===== config.mk =====
export PLATFORM = sky130hd
export DESIGN_NAME = seg7_to_bcd_reader_flat
export DESIGN_NICKNAME = d
export VERILOG_FILES = /design/src/rtl/seg7_pkg.sv /design/src/rtl/seg7_to_bcd_reader_if.sv /design/src/rtl/seg7_pattern_decode.sv /design/src/rtl/seg7_to_bcd_reader.sv /design/src/flat_wrapper.sv
export SDC_FILE = /design/constraint.sdc
export NUM_CORES = 1
export LEC_CHECK = 0
export CORE_MARGIN = 3
export CORE_UTILIZATION = 52
export DETAILED_ROUTE_END_ITERATION = 10
export PLACE_DENSITY = 0.79
export SLEW_MARGIN = 20
export SYNTH_ARGS = -nofsm -noshare
export SYNTH_HDL_FRONTEND = slang
export SYNTH_SLANG_ARGS = --single-unit

===== constraint.sdc =====
create_clock -name clk -period 2.62 [get_ports clk]
set_input_delay 0.524 -clock clk [delete_from_list [all_inputs] [get_ports clk]]
set_output_delay 0.524 -clock clk [all_outputs]
set_load 0.1 [all_outputs]

===== src/rtl/seg7_pkg.sv =====
// seg7_pkg: segment patterns (active low, [6]=a .. [0]=g) for digits 0-9 and
// blank, the blank BCD code, and the reader FSM state type. Shared with the
// BCD-to-7-segment decoder so both ends agree on the glyph set.
package seg7_pkg;

  localparam logic [3:0] BLANK_CODE = 4'hF;

  localparam logic [6:0] SEG_0     = 7'b0000001;
  localparam logic [6:0] SEG_1     = 7'b1001111;
  localparam logic [6:0] SEG_2     = 7'b0010010;
  localparam logic [6:0] SEG_3     = 7'b0000110;
  localparam logic [6:0] SEG_4     = 7'b1001100;
  localparam logic [6:0] SEG_5     = 7'b0100100;
  localparam logic [6:0] SEG_6     = 7'b0100000;
  localparam logic [6:0] SEG_7     = 7'b0001111;
  localparam logic [6:0] SEG_8     = 7'b0000000;
  localparam logic [6:0] SEG_9     = 7'b0000100;
  localparam logic [6:0] SEG_BLANK = 7'b1111111;

  typedef enum logic [1:0] {
    ST_IDLE,
    ST_SETTLE,
    ST_CAPTURE,
    ST_HELD
  } rx_state_t;

endpackage


===== src/rtl/seg7_to_bcd_reader_if.sv =====
// seg7_to_bcd_reader_if: the multiplexed display bus (active-low segments plus
// active-low one-hot anode strobes). The display driver is the master; the
// reader snoops as slave.
interface seg7_to_bcd_reader_if #(
  parameter int NUM_DIGITS = 4
);
  logic [6:0]            seg_n;
  logic [NUM_DIGITS-1:0] an_n;

  modport master (output seg_n, output an_n);
  modport slave  (input  seg_n, input  an_n);
endinterface


===== src/rtl/seg7_pattern_decode.sv =====
// seg7_pattern_decode: combinational segment pattern to BCD lookup. Flags the
// all-off pattern as blank and anything outside the glyph set as illegal.
module seg7_pattern_decode
  import seg7_pkg::*;
(
  input  logic [6:0] seg_n,
  output logic [3:0] bcd,
  output logic       blank,
  output logic       illegal
);

  // Table lookup; unknown patterns leave bcd at the blank code and raise illegal
  always_comb begin
    bcd     = BLANK_CODE;
    blank   = 1'b0;
    illegal = 1'b0;
    case (seg_n)
      SEG_0:     bcd = 4'd0;
      SEG_1:     bcd = 4'd1;
      SEG_2:     bcd = 4'd2;
      SEG_3:     bcd = 4'd3;
      SEG_4:     bcd = 4'd4;
      SEG_5:     bcd = 4'd5;
      SEG_6:     bcd = 4'd6;
      SEG_7:     bcd = 4'd7;
      SEG_8:     bcd = 4'd8;
      SEG_9:     bcd = 4'd9;
      SEG_BLANK: blank = 1'b1;
      default:   illegal = 1'b1;
    endcase
  end

endmodule


===== src/rtl/seg7_to_bcd_reader.sv =====
// seg7_to_bcd_reader: snoops a multiplexed common-anode display bus and
// recovers one BCD digit per anode. A capture only happens after the sampled
// {an_n,seg_n} has been identical long enough, so scan edges are never latched.
// Optional per-digit refresh timeout is enabled by defining SEG7_RX_TIMEOUT_EN.
module seg7_to_bcd_reader
  import seg7_pkg::*;
#(
  parameter int NUM_DIGITS     = 4,
  parameter int STABLE_CYCLES  = 4,
  parameter int TIMEOUT_CYCLES = 1024
) (
  input  logic                    clk,
  input  logic                    rst_n,
  seg7_to_bcd_reader_if.slave     disp,
  output logic [4*NUM_DIGITS-1:0] bcd_out,
  output logic [NUM_DIGITS-1:0]   digit_valid,
  output logic [NUM_DIGITS-1:0]   digit_err,
  output logic                    frame_done
);

  localparam int CNT_W = $clog2(STABLE_CYCLES);
  localparam int SMP_W = NUM_DIGITS + 7;
  localparam logic [CNT_W-1:0] CNT_MAX = CNT_W'(STABLE_CYCLES - 1);

  logic [SMP_W-1:0]      raw;
  logic [SMP_W-1:0]      sample_q;
  logic [CNT_W-1:0]      stab_cnt;
  logic                  changed;
  logic                  one_hot;
  logic                  capture;
  logic [NUM_DIGITS-1:0] an_low;
  logic [NUM_DIGITS-1:0] cap_bits;
  logic [NUM_DIGITS-1:0] refresh_mask;
  logic [3:0]            dec_bcd;
  logic                  dec_blank;
  logic                  dec_illegal;
  rx_state_t             state;
  rx_state_t             state_next;

  assign raw      = {disp.an_n, disp.seg_n};
  assign changed  = (raw != sample_q);
  assign an_low   = ~sample_q[SMP_W-1:7];
  assign one_hot  = $onehot(an_low);
  assign cap_bits = capture ? an_low : '0;

  seg7_pattern_decode u_decode (
    .seg_n   (sample_q[6:0]),
    .bcd     (dec_bcd),
    .blank   (dec_blank),
    .illegal (dec_illegal)
  );

  // Register the bus every cycle and count how long it has stayed unchanged
  always_ff @(posedge clk or negedge rst_n) begin
    if (!rst_n) begin
      sample_q <= '1;
      stab_cnt <= '0;
    end else begin
      sample_q <= raw;
      if (changed)
        stab_cnt <= '0;
      else if (stab_cnt != CNT_MAX)
        stab_cnt <= stab_cnt + CNT_W'(1);
    end
  end

  // FSM state register
  always_ff @(posedge clk or negedge rst_n) begin
    if (!rst_n)
      state <= ST_IDLE;
    else
      state <= state_next;
  end

  // Next state; CAPTURE also re-enters SETTLE if the bus moves during it
  always_comb begin
    state_next = state;
    capture    = 1'b0;
    case (state)
      ST_IDLE:
        if (one_hot) state_next = ST_SETTLE;
      ST_SETTLE:
        if (!one_hot)                            state_next = ST_IDLE;
        else if (!changed && stab_cnt == CNT_MAX) state_next = ST_CAPTURE;
      ST_CAPTURE: begin
        capture    = 1'b1;
        state_next = changed ? ST_SETTLE : ST_HELD;
      end
      ST_HELD:
        if (!one_hot)    state_next = ST_IDLE;
        else if (changed) state_next = ST_SETTLE;
      default: state_next = ST_IDLE;
    endcase
  end

`ifdef SEG7_RX_TIMEOUT_EN
  localparam int TO_W = $clog2(TIMEOUT_CYCLES);
  localparam logic [TO_W-1:0] TO_MAX = TO_W'(TIMEOUT_CYCLES - 1);

  logic [TO_W-1:0] to_cnt [NUM_DIGITS];

  // Per-digit refresh age, restarted by each capture of that digit
  always_ff @(posedge clk or negedge rst_n) begin
    if (!rst_n) begin
      for (int k = 0; k < NUM_DIGITS; k++) to_cnt[k] <= '0;
    end else begin
      for (int k = 0; k < NUM_DIGITS; k++) begin
        if (cap_bits[k])
          to_cnt[k] <= '0;
        else if (to_cnt[k] != TO_MAX)
          to_cnt[k] <= to_cnt[k] + TO_W'(1);
      end
    end
  end
`endif

  // Digit store: illegal patterns keep the old value but flag the error
  always_ff @(posedge clk or negedge rst_n) begin
    if (!rst_n) begin
      bcd_out     <= '1;
      digit_valid <= '0;
      digit_err   <= '0;
    end else begin
      for (int k = 0; k < NUM_DIGITS; k++) begin
        if (cap_bits[k]) begin
          digit_valid[k] <= 1'b1;
          digit_err[k]   <= dec_illegal;
          if (!dec_illegal)
            bcd_out[4*k +: 4] <= dec_blank ? BLANK_CODE : dec_bcd;
        end
`ifdef SEG7_RX_TIMEOUT_EN
        else if (to_cnt[k] == TO_MAX) begin
          digit_valid[k]    <= 1'b0;
          bcd_out[4*k +: 4] <= BLANK_CODE;
        end
`endif
      end
    end
  end

  // Refresh mask; a full mask pulses frame_done and restarts with any new capture
  always_ff @(posedge clk or negedge rst_n) begin
    if (!rst_n) begin
      refresh_mask <= '0;
      frame_done   <= 1'b0;
    end else if (&refresh_mask) begin
      refresh_mask <= cap_bits;
      frame_done   <= 1'b1;
    end else begin
      refresh_mask <= refresh_mask | cap_bits;
      frame_done   <= 1'b0;
    end
  end

endmodule


===== src/flat_wrapper.sv =====
// flat-port wrapper written by rule: the top's interface ports become plain ports
module seg7_to_bcd_reader_flat import seg7_pkg::*;
#(
  parameter int NUM_DIGITS     = 4,
  parameter int STABLE_CYCLES  = 4,
  parameter int TIMEOUT_CYCLES = 1024
)
  (clk, rst_n, bcd_out, digit_valid, digit_err, frame_done, disp_seg_n, disp_an_n);
  seg7_to_bcd_reader_if #(.NUM_DIGITS(NUM_DIGITS)) disp_i ();
  input  logic clk;
  input  logic rst_n;
  output logic [4*NUM_DIGITS-1:0] bcd_out;
  output logic [NUM_DIGITS-1:0] digit_valid;
  output logic [NUM_DIGITS-1:0] digit_err;
  output logic frame_done;
  input wire logic [$bits(disp_i.seg_n)-1:0] disp_seg_n;
  input wire logic [$bits(disp_i.an_n)-1:0] disp_an_n;
  assign disp_i.seg_n = disp_seg_n;
  assign disp_i.an_n = disp_an_n;
  seg7_to_bcd_reader #(.NUM_DIGITS(NUM_DIGITS), .STABLE_CYCLES(STABLE_CYCLES), .TIMEOUT_CYCLES(TIMEOUT_CYCLES)) u_core (.clk(clk), .rst_n(rst_n), .disp(disp_i), .bcd_out(bcd_out), .digit_valid(digit_valid), .digit_err(digit_err), .frame_done(frame_done));
endmodule

==> results.tsv <==
metric	value	unit
Post-Syn Instances	186	
clk_skew	0.00888	ns
Die Width	69.8	um
Worst Path Arrival	2.49	ns
Clock Path Buffers	2	
post-route DRC violation count	0	
syn_area_per_cell	11.4	um2
Required @ worst endpoint	2.83	ns
final setup fails	0	
ANT nets after route	0	
Async SR Flop Fraction	100	%
critical path type	flop to flop	
Pwr Total	1380	uW
Inst Count DP	264	
clk slew on worst S/H paths	0.09	ns
Mapped Area	2110	um2
startpoint class of the critical path	flop	
GR met2 Demand/Resource	33.3	%
grt met1 use	27.6	%
post-cts resize count	0	
TritonCTS clock tree	built	
VDD IR max	0.301	mV
# hold bufs at CTS	0	
fraction of the yosys area taken by sequential cells	53.7	%
Final nets	241	
antenna cells	0	
io pins	38	
status	completed	
RSZ-0062 raised after global routing	false	
minimum clock period	2.28	ns
Worst Slack Setup Final	0.342	ns
final hold violation count	0	
first-pass GRT wire length	8090	um
synth unique cells	45	
Synth Net Count	204	
EDFF count, synth	0	
power per cell area	544	nW/um2
top_reg_cell synth	dfstp_2	
largest net degree at the start of global routing	45	
vias	1577	
Max Cap Viol	0	
DR WL/cell	16.8	um
met3 global-route usage	5.51	%
Max Freq	0.439	GHz
vias per cell	5.80	
Die Y-Extent	69.8	um
GP Congestion	0.841	
htree depth	2	
final WL	4580	um
die area	4870	um2
DR iter-0 viols	131	
Initial Utilization	55.7	%
site row count	22	
CTS root buf	clkbuf_8	
CP Capture Type	flop	
Slew headroom	38.4	%
Yosys reg bits	44	
buffer count from post-CTS setup fixing	0	
Syn-to-layout area delta	19.6	%
pre-CTS setup slack	0.350	ns
Skew-Pair Late Insertion Delay	0.30	ns
GRT Resource Usage Total	20.7	%
dpl cell area	2410	um2
GR Overflow Total	0	
Max Slew Vio Count	0	
Final Cycle Share	87.0	%
Detailed Routing Iterations Pass 1	4	
Sinks on Clock Net	44	
Syn. warnings	0	
HP Class	input pin to async pin	
worst-margin pin slew	0.924	ns
DP HPWL	3360	um
CP max FO	11	
initial antenna violation count	0	
Leak	0.00114	uW
core box area	3800	um2
vias in the first global route	1663	
TNS Setup	0	ns
Port Buffer Count	37	
Final Cell Area	2530	um2
busiest grt layer	met2	
clock buffer count from CTS	5	
share of layout cells above drive strength 1	33.5	%
non-filler instance count after layout	272	
-- cell type report --
| class | instances | area, um2 |
|---|---|---|
| multi-input cells | 127 | 881 |
| clock buffers | 6 | 82.6 |
| well taps | 48 | 60.1 |
| flip-flops and latches | 44 | 1130 |
| clock inverters | 2 | 38.8 |
| fillers | 292 | 1270 |
| inverters | 8 | 30.0 |
| repair buffers | 37 | 303 |
-- critical path, stage by stage (launching register included) --
cell and delay, ns:
dfstp_2 0.64, and4b_2 0.25, o311ai_1 0.48, and2_1 0.45
nand2_1 0.17, o21ai_0 0.21
-- kinds of logic (layout without fill, tap and decap cells) --
kind of cell	count (synthesis)	count (layout)	synth area share, %
AO/OA/AOI/OAI	44	44	16.6
AND/OR/NAND/NOR	64	64	15.9
adder cells (fa/ha/maj)	5	5	3.31
flip-flops	44	44	53.7
XOR/XNOR	12	12	4.97
multiplexers	2	2	0.947
buffers and inverters	15	53	4.67
-- cells in the final DEF, fill, tap and decap left out, types with 6 or more instances in the layout --
cell and n:
nand2_1 22, clkdlybuf4s50_1 11, inv_1 7, dfstp_2 27, dfrtp_1 17, buf_4 25
o22a_1 8, nor2_1 12, clkbuf_8 6, xor2_1 12, o21ai_0 13
-- worst paths after layout --
kind | cells after the start | slack (ns) | endpoint | start
max | 5 | 0.34 | u_core.digit_err[1]$_DFFE_PN0P_ | u_core.sample_q[5]$_DFF_PN1_
min | 1 | 0.37 | u_core.refresh_mask[0]$_DFF_PN0_ | rst_n
max reg2reg | 5 | 0.34 | u_core.digit_err[1]$_DFFE_PN0P_ | u_core.sample_q[5]$_DFF_PN1_
min reg2reg | 1 | 0.47 | u_core.digit_valid[3]$_DFFE_PN0P_ | u_core.digit_valid[3]$_DFFE_PN0P_
max in group asynchronous | 1 | 1.69 | u_core.digit_valid[1]$_DFFE_PN0P_ | rst_n
min in group clk | 1 | 0.47 | u_core.digit_valid[3]$_DFFE_PN0P_ | u_core.digit_valid[3]$_DFFE_PN0P_
-- metal layers --
metal | share of wire, % | vias up
met3 | 5.5 | 10
met5 | 0 | -
li1 | - | 745
met1 | 42 | 762
met4 | 1.3 | 0
met2 | 51 | 60
-- report_power, final --
| part | total [uW] | switching [uW] | leakage, uW | internal [uW] |
|---|---|---|---|---|
| clock | 546 | 234 | 0.0000614 | 312 |
| sequential | 723 | 23.4 | 0.000517 | 700 |
| combinational | 107 | 60.9 | 0.000561 | 46.6 |
-- sequential cells by signal, summed over array words and instances, names as in the netlist --
| signal | cells |
|---|---|
| u_core.bcd_out | 16 |
| u_core.digit_err | 4 |
| u_core.digit_valid | 4 |
| u_core.frame_done | 1 |
| u_core.refresh_mask | 4 |
| u_core.sample_q | 11 |
| u_core.stab_cnt | 2 |
| u_core.state | 2 |
-- Yosys cell counts (2+ instances only) --
library cell | instances | area, um2
a21oi_1 | 4 | 20.0
a21oi_2 | 4 | 35.0
a22oi_1 | 2 | 15.0
a2bb2oi_1 | 4 | 35.0
buf_6 | 5 | 56.3
dfrtp_1 | 17 | 425
dfstp_2 | 27 | 709
ha_1 | 4 | 50.1
inv_1 | 7 | 26.3
mux2i_1 | 2 | 20.0
nand2_1 | 22 | 82.6
nand2b_1 | 4 | 25.0
nand3_1 | 3 | 15.0
nand4_1 | 2 | 12.5
nor2_1 | 12 | 45.0
nor3_1 | 4 | 20.0
nor3b_1 | 2 | 15.0
nor4_1 | 4 | 25.0
o21ai_0 | 13 | 65.1
o22a_1 | 8 | 70.1
xor2_1 | 12 | 105
-- stage by stage --
stage / util, % / hold slack, ns
global placement: 63.4 / 0.452
floorplan: - / 0.228
finish: 66.6 / 0.366
CTS: 66.6 / 0.390
detailed placement: 63.4 / 0.455
global route: 66.6 / 0.429
No activity file was read; power rests on OpenSTA's default activity.
